**config.mk**
```make
export PLATFORM = sky130hd
export DESIGN_NAME = data_bus_arb
export DESIGN_NICKNAME = d
export VERILOG_FILES = /design/src/rtl/data_bus_arb_pkg.sv /design/src/rtl/data_bus_arb_rr_pick.sv /design/src/rtl/data_bus_arb.sv
export SDC_FILE = /design/constraint.sdc
export NUM_CORES = 1
export LEC_CHECK = 0
export CAP_MARGIN = 20
export CORE_AREA = 3 3 130 132
export DETAILED_ROUTE_END_ITERATION = 10
export DIE_AREA = 0 0 133 135
export GPL_TIMING_DRIVEN = 0
export PLACE_DENSITY = 0.74
export RECOVER_POWER = 25
export SYNTH_ARGS = -nofsm -noshare
export SYNTH_HDL_FRONTEND = slang
export SYNTH_SLANG_ARGS = --single-unit
export TNS_END_PERCENT = 1
```
**constraint.sdc**
```tcl
create_clock -name clk -period 2.3 [get_ports clk]
set_clock_uncertainty 0.05 [all_clocks]
set_input_delay 0.23 -clock clk [delete_from_list [all_inputs] [get_ports clk]]
set_output_delay 0.23 -clock clk [all_outputs]
set_load 0.03 [all_outputs]
```
**src/rtl/data_bus_arb_pkg.sv**
```systemverilog
// Shared constants and state encoding for the round-robin 64-bit data bus arbiter.
package data_bus_arb_pkg;

   localparam int DW            = 64;
   localparam int NREQ_DEF      = 4;
   localparam int MAX_BURST_DEF = 8;

   typedef enum logic {
      S_IDLE = 1'b0,
      S_OWN  = 1'b1
   } state_e;

   function automatic int idx_w(input int n);
      return (n > 1) ? $clog2(n) : 1;
   endfunction

endpackage

```
**src/rtl/data_bus_arb_rr_pick.sv**
```systemverilog
// Combinational round-robin picker: first set request at or above ptr, wrapping.
module rr_pick
   import data_bus_arb_pkg::*;
#(
   parameter int NREQ = NREQ_DEF,
   parameter int PW   = idx_w(NREQ)
) (
   input  logic [NREQ-1:0] req_i,
   input  logic [PW-1:0]   ptr_i,
   output logic [NREQ-1:0] gnt_o,
   output logic [PW-1:0]   idx_o,
   output logic            any_o
);

   logic [PW:0]   sum;
   logic [PW-1:0] cand;

   always_comb begin
      gnt_o = '0;
      idx_o = '0;
      any_o = 1'b0;
      sum   = '0;
      cand  = '0;
      for (int k = 0; k < NREQ; k++) begin
         sum = {1'b0, ptr_i} + (PW+1)'(k);
         if (sum >= (PW+1)'(NREQ)) begin
            sum = sum - (PW+1)'(NREQ);
         end
         cand = sum[PW-1:0];
         if (!any_o && req_i[cand]) begin
            any_o       = 1'b1;
            gnt_o[cand] = 1'b1;
            idx_o       = cand;
         end
      end
   end

endmodule

```
**src/rtl/data_bus_arb.sv**
```systemverilog
// Round-robin burst arbiter for a shared 64-bit data bus with registered grant/data.
module data_bus_arb
   import data_bus_arb_pkg::*;
#(
   parameter int NREQ      = NREQ_DEF,
   parameter int MAX_BURST = MAX_BURST_DEF
) (
   input  logic               clk,
   input  logic               rst_all,
   input  logic [NREQ-1:0]    req,
   input  logic [NREQ-1:0]    last,
   input  logic [DW*NREQ-1:0] data_i,
   output logic [NREQ-1:0]    gnt,
   output logic [DW-1:0]      data_o,
   output logic               valid_o,
   output logic               busy
);

   localparam int PW = idx_w(NREQ);
   localparam int CW = $clog2(MAX_BURST + 1);

   state_e          state_q;
   logic [NREQ-1:0] gnt_q;
   logic [PW-1:0]   own_q;
   logic [PW-1:0]   ptr_q;
   logic [PW-1:0]   ptr_d;
   logic [CW-1:0]   cnt_q;
   logic [CW-1:0]   cnt_d;
   logic [DW-1:0]   data_q;
   logic            valid_q;
   logic            busy_q;

   logic [DW-1:0]   lane [NREQ];
   logic [NREQ-1:0] pick_gnt;
   logic [PW-1:0]   pick_idx;
   logic            pick_any;
   logic            own_req;
   logic            own_last;
   logic            burst_end;
   logic            release_now;

   for (genvar g = 0; g < NREQ; g++) begin : g_lane
      assign lane[g] = data_i[g*DW +: DW];
   end

   rr_pick #(
      .NREQ (NREQ),
      .PW   (PW)
   ) u_pick (
      .req_i (req),
      .ptr_i (ptr_q),
      .gnt_o (pick_gnt),
      .idx_o (pick_idx),
      .any_o (pick_any)
   );

   always_comb begin
      own_req     = req[own_q];
      own_last    = last[own_q];
      cnt_d       = cnt_q + 1'b1;
      burst_end   = (cnt_d == CW'(MAX_BURST));
      release_now = !own_req || own_last || burst_end;
      ptr_d       = (own_q == PW'(NREQ-1)) ? '0 : own_q + 1'b1;
   end

   // The releasing beat is still driven out; only the grant drops with it.
   always_ff @(posedge clk) begin
      if (rst_all) begin
         state_q <= S_IDLE;
         gnt_q   <= '0;
         own_q   <= '0;
         ptr_q   <= '0;
         cnt_q   <= '0;
         data_q  <= '0;
         valid_q <= 1'b0;
         busy_q  <= 1'b0;
      end else begin
         unique case (state_q)
            S_IDLE: begin
               valid_q <= 1'b0;
               if (pick_any) begin
                  gnt_q   <= pick_gnt;
                  own_q   <= pick_idx;
                  state_q <= S_OWN;
                  busy_q  <= 1'b1;
               end
            end
            S_OWN: begin
               valid_q <= own_req;
               if (own_req) begin
                  data_q <= lane[own_q];
               end
               if (release_now) begin
                  gnt_q   <= '0;
                  state_q <= S_IDLE;
                  busy_q  <= 1'b0;
                  ptr_q   <= ptr_d;
                  cnt_q   <= '0;
               end else begin
                  cnt_q <= cnt_d;
               end
            end
         endcase
      end
   end

   assign gnt     = gnt_q;
   assign data_o  = data_q;
   assign valid_o = valid_q;
   assign busy    = busy_q;

   a_onehot: assert property (@(posedge clk) $onehot0(gnt_q));
   a_cnt:    assert property (@(posedge clk) cnt_q < CW'(MAX_BURST));

endmodule

```
==> results of run 1 <==
-- cells in the mapped netlist, types with 2 or more instances --
library cell  instances
a22oi_1               9
clkbuf_1             16
a2111oi_0             2
or3_1                 2
nand2b_1              4
nand2_1             147
buf_4                 7
o21ai_0              11
mux2i_1               3
nand3_1               6
ha_1                  9
nand3b_1              2
mux4_2               68
buf_2                19
a31oi_1               3
a21oi_1              69
nor4_1                3
nor2_1               13
dfxtp_1              79
inv_1                 7
-- registers in the layout, indices dropped and copies added (netlist names) --
name and cells:
data_o 64, cnt_q 4, gnt 4, own_q 2
ptr_q 2, busy 1, state_q 1, valid_o 1
-- power by group --
| part | switching (W) | internal (W) | total (W) | leakage [nW] |
|---|---|---|---|---|
| clock | 0.000511 | 0.000776 | 0.00129 | 0.132 |
| sequential | 0.0000750 | 0.00150 | 0.00158 | 0.645 |
| combinational | 0.00104 | 0.00120 | 0.00224 | 2.39 |
-- per-stage QoR --
| stage | instance area (um2) | instances | hold WS [ps] | power [W] | worst slack (ps) |
|---|---|---|---|---|---|
| finish | 8850 | 1069 | 397 | 0.00510 | 82.9 |
| global route | 8850 | 1069 | 416 | 0.00537 | -8.84 |
| CTS | 8820 | 1067 | 403 | 0.00517 | 8.63 |
| detailed placement | 8510 | 1051 | 396 | 0.00384 | -354 |
| global placement | 8510 | 1051 | 391 | 0.00382 | -362 |
| floorplan | 4880 | 500 | 384 | 0.00287 | 17.4 |
-- cell type report --
class	count	area (um2)
Buffer	44	241
Clock buffer	13	260
Clock inverter	1	5.00
Fill cell	1444	6980
Inverter	7	33.8
Multi-Input combinational cell	370	3070
Sequential cell	79	1590
Tap cell	216	270
Timing Repair Buffer	339	3380
-- per-layer routing --
metal  GRT usage (%)  wire [um]
met5               0          0
met4            6.18        309
met3            5.40       1520
met2            36.2      10000
met1            25.7       7680
-- worst register-to-register path: cells and delay by family, from the launching register on --
kind | cells | cell delay (ps)
multiplexers | 1 | 420
AO/OA/AOI/OAI | 1 | 70
flip-flops | 1 | 440
AND/OR/NAND/NOR | 1 | 120
buffers and inverters | 2 | 990
-- repair_timing --
item | 4_1_cts | 5_1_grt
gates resized for setup | 8 | 4
pin swaps | 0 | 0
setup buffers | 2 | 2
setup endpoints to repair | 6 | 6
-- cell families after synthesis --
| group | Yosys count | synth area share, % |
|---|---|---|
| AO/OA/AOI/OAI | 104 | 12.3 |
| AND/OR/NAND/NOR | 186 | 15.9 |
| buffers and inverters | 51 | 5.10 |
| adder cells (fa/ha/maj) | 9 | 2.31 |
| multiplexers | 71 | 32.0 |
| flip-flops | 79 | 32.4 |
-- how the worst max path moves through the flow --
stage          startpoint    endpoint  slack (ps)  depth (start not counted)
2_1_floorplan    ptr_q[0]    own_q[1]          20                          8
3_3_place_gp     ptr_q[0]    own_q[1]        -360                          8
3_5_place_dp     ptr_q[0]    own_q[1]        -350                          8
4_1_cts          ptr_q[1]    own_q[1]           9                          8
5_1_grt          ptr_q[1]      gnt[2]          -9                          9
6_report         own_q[1]  data_o[29]          80                          5
-- cells in the final DEF, fill, tap and decap left out, types with 2 or more instances in the layout --
master,netlist,final
clkdlybuf4s50_1,0,299
nand2_1,147,147
dfxtp_1,79,77
a21oi_1,69,69
mux4_2,68,68
dlygate4sd3_1,0,36
buf_2,19,19
clkbuf_1,16,17
nor2_1,13,13
buf_4,7,11
o21ai_0,11,11
a22oi_1,9,9
clkbuf_16,0,9
ha_1,9,8
inv_1,7,5
nand3_1,6,5
nand2b_1,4,4
nor4_1,3,3
a31oi_1,3,3
mux2i_1,3,3
clkinvlp_4,0,2
buf_6,1,2
nand3b_1,2,2
a2111oi_0,2,2
or3_1,2,2
clkbuf_8,0,2
==> flow_summary.toml, run 1 <==
[run_status]
status = "finished, final reports clean"

[hold_path]
hp-start = "data_o[42]"
min_to = "data_o[42]"
holdPathStages = 2
min_path_type = "flip-flop to flip-flop"

[finish]
area_delta_synth_final_pct = 81.3
antenna_cells = 0
nets = 1125
drive_gt1_share_pct = 14.5
utilization_pct = 55.9

[sta]
fmax_ghz = 0.451
worst_pin_slew_ps = 806
setup_viol = 0
finalSetupTns_ps = 0
finalCritPeriodShare_pct = 96.4
slew_headroom_pct = 46.2
finalCriticalPeriod_ps = 2220
report.final.slew_viol_count = 0
hold_viol = 0

[die]
die_h_um = 135
die-area_um2 = 18000
ioPinCount = 336
start_util_pct = 30.8
placementRows = 46
dieWidth_um = 133
core_area_um2 = 15800

[clock_tree]
clockBufferDepth = 2
clockRootBuffer = "clkbuf_16"
worstSkewPairLatency_ps = 330
clk_pin_slew_ps = 60
hold_buffers = 0
cts_sinks = 79
h-tree-depth = 3
cts_buffers = 9
cts_tree = "yes"

[critical_path]
worstReg2RegStart = "own_q[1]"
worstPathCellList = "buf_2 > clkbuf_1 > mux4_2 > nand2_1 > a21oi_1"
crit_path_end_kind = "flip-flop"
critPathMaxStageDelay_ps = 650
path_buf_inv = 2
r2r_end = "data_o[29]"
startpoint_type = "flip-flop"
crit_family = "buffers and inverters"
required_ps = 2440
reg2reg_slack_ps = 80
critPathKind = "flip-flop to flip-flop"
ff2ff_path_depth = 5
critPathSlowestCell = "clkbuf_1"
critical_path_arrival_ps = 2360
cp_max_fo = 10

[global_routing]
grt_usage_pct = 20.9
grt_max_degree = 12
antenna_found_initial = 0
grt_pass1_wl_um = 29200
gr-total-overflow = 0
grt_pass1_vias = 5231

[synthesis]
ys_ff_latch = 79
syn_inst = 500
synth_top_area_cell = "dfxtp_1"
synth_top_area_share_pct = 32.4
synth_area_leaders = "dfxtp_1 (32%), mux4_2 (31%), nand2_1 (11%)"
synthesis.nets = 775
yosysWarnings = 0
syn_avg_cell_area_um2 = 9.76
synth_ff_type = "dfxtp_1"
syn-cell-area_um2 = 4880
synth-async-reset-ratio_pct = 0
yosysUniqueCellTypes = 41
ys_seq_area_share_pct = 32.4
synth_edf_count = 0

[run]
cap_violations = 0

[detailed_routing]
drtIter0Drc = 282
dr.pass1.iters = 4
num_vias = 5246
wl_per_cell_um = 18.2
via_per_inst = 4.91
ant_nets = 0
wl_um = 19500
drc = 0

[power]
powerDensity_nw_per_um2 = 577
max-vdd-ir-drop_mv = 0.319
leakage_nw = 3.17

[place]
gp_congestion = 0.835
io_buffers = 335
dp_hpwl_um = 16100
Note: power is estimated with default switching activity, not from simulation.
==> run 2: changes to the inputs <==
--- a/config.mk
+++ b/config.mk
@@ -5,6 +5,7 @@
 export SDC_FILE = /design/constraint.sdc
 export NUM_CORES = 1
 export LEC_CHECK = 0
+export ABC_CLOCK_PERIOD_IN_PS = 2300
 export CAP_MARGIN = 20
 export CORE_AREA = 3 3 130 132
 export DETAILED_ROUTE_END_ITERATION = 10
==> results of run 2 <==
Same layout as run 1: the final DEF is identical, and so are final timing and power.
==> run 3: changes to the inputs <==
--- a/config.mk
+++ b/config.mk
@@ -10,6 +10,7 @@
 export CORE_AREA = 3 3 130 132
 export DETAILED_ROUTE_END_ITERATION = 10
 export DIE_AREA = 0 0 133 135
+export GPL_ROUTABILITY_DRIVEN = 0
 export GPL_TIMING_DRIVEN = 0
 export PLACE_DENSITY = 0.74
 export RECOVER_POWER = 25
==> results of run 3 <==
Same layout as run 1: the final DEF is identical, and so are final timing and power.
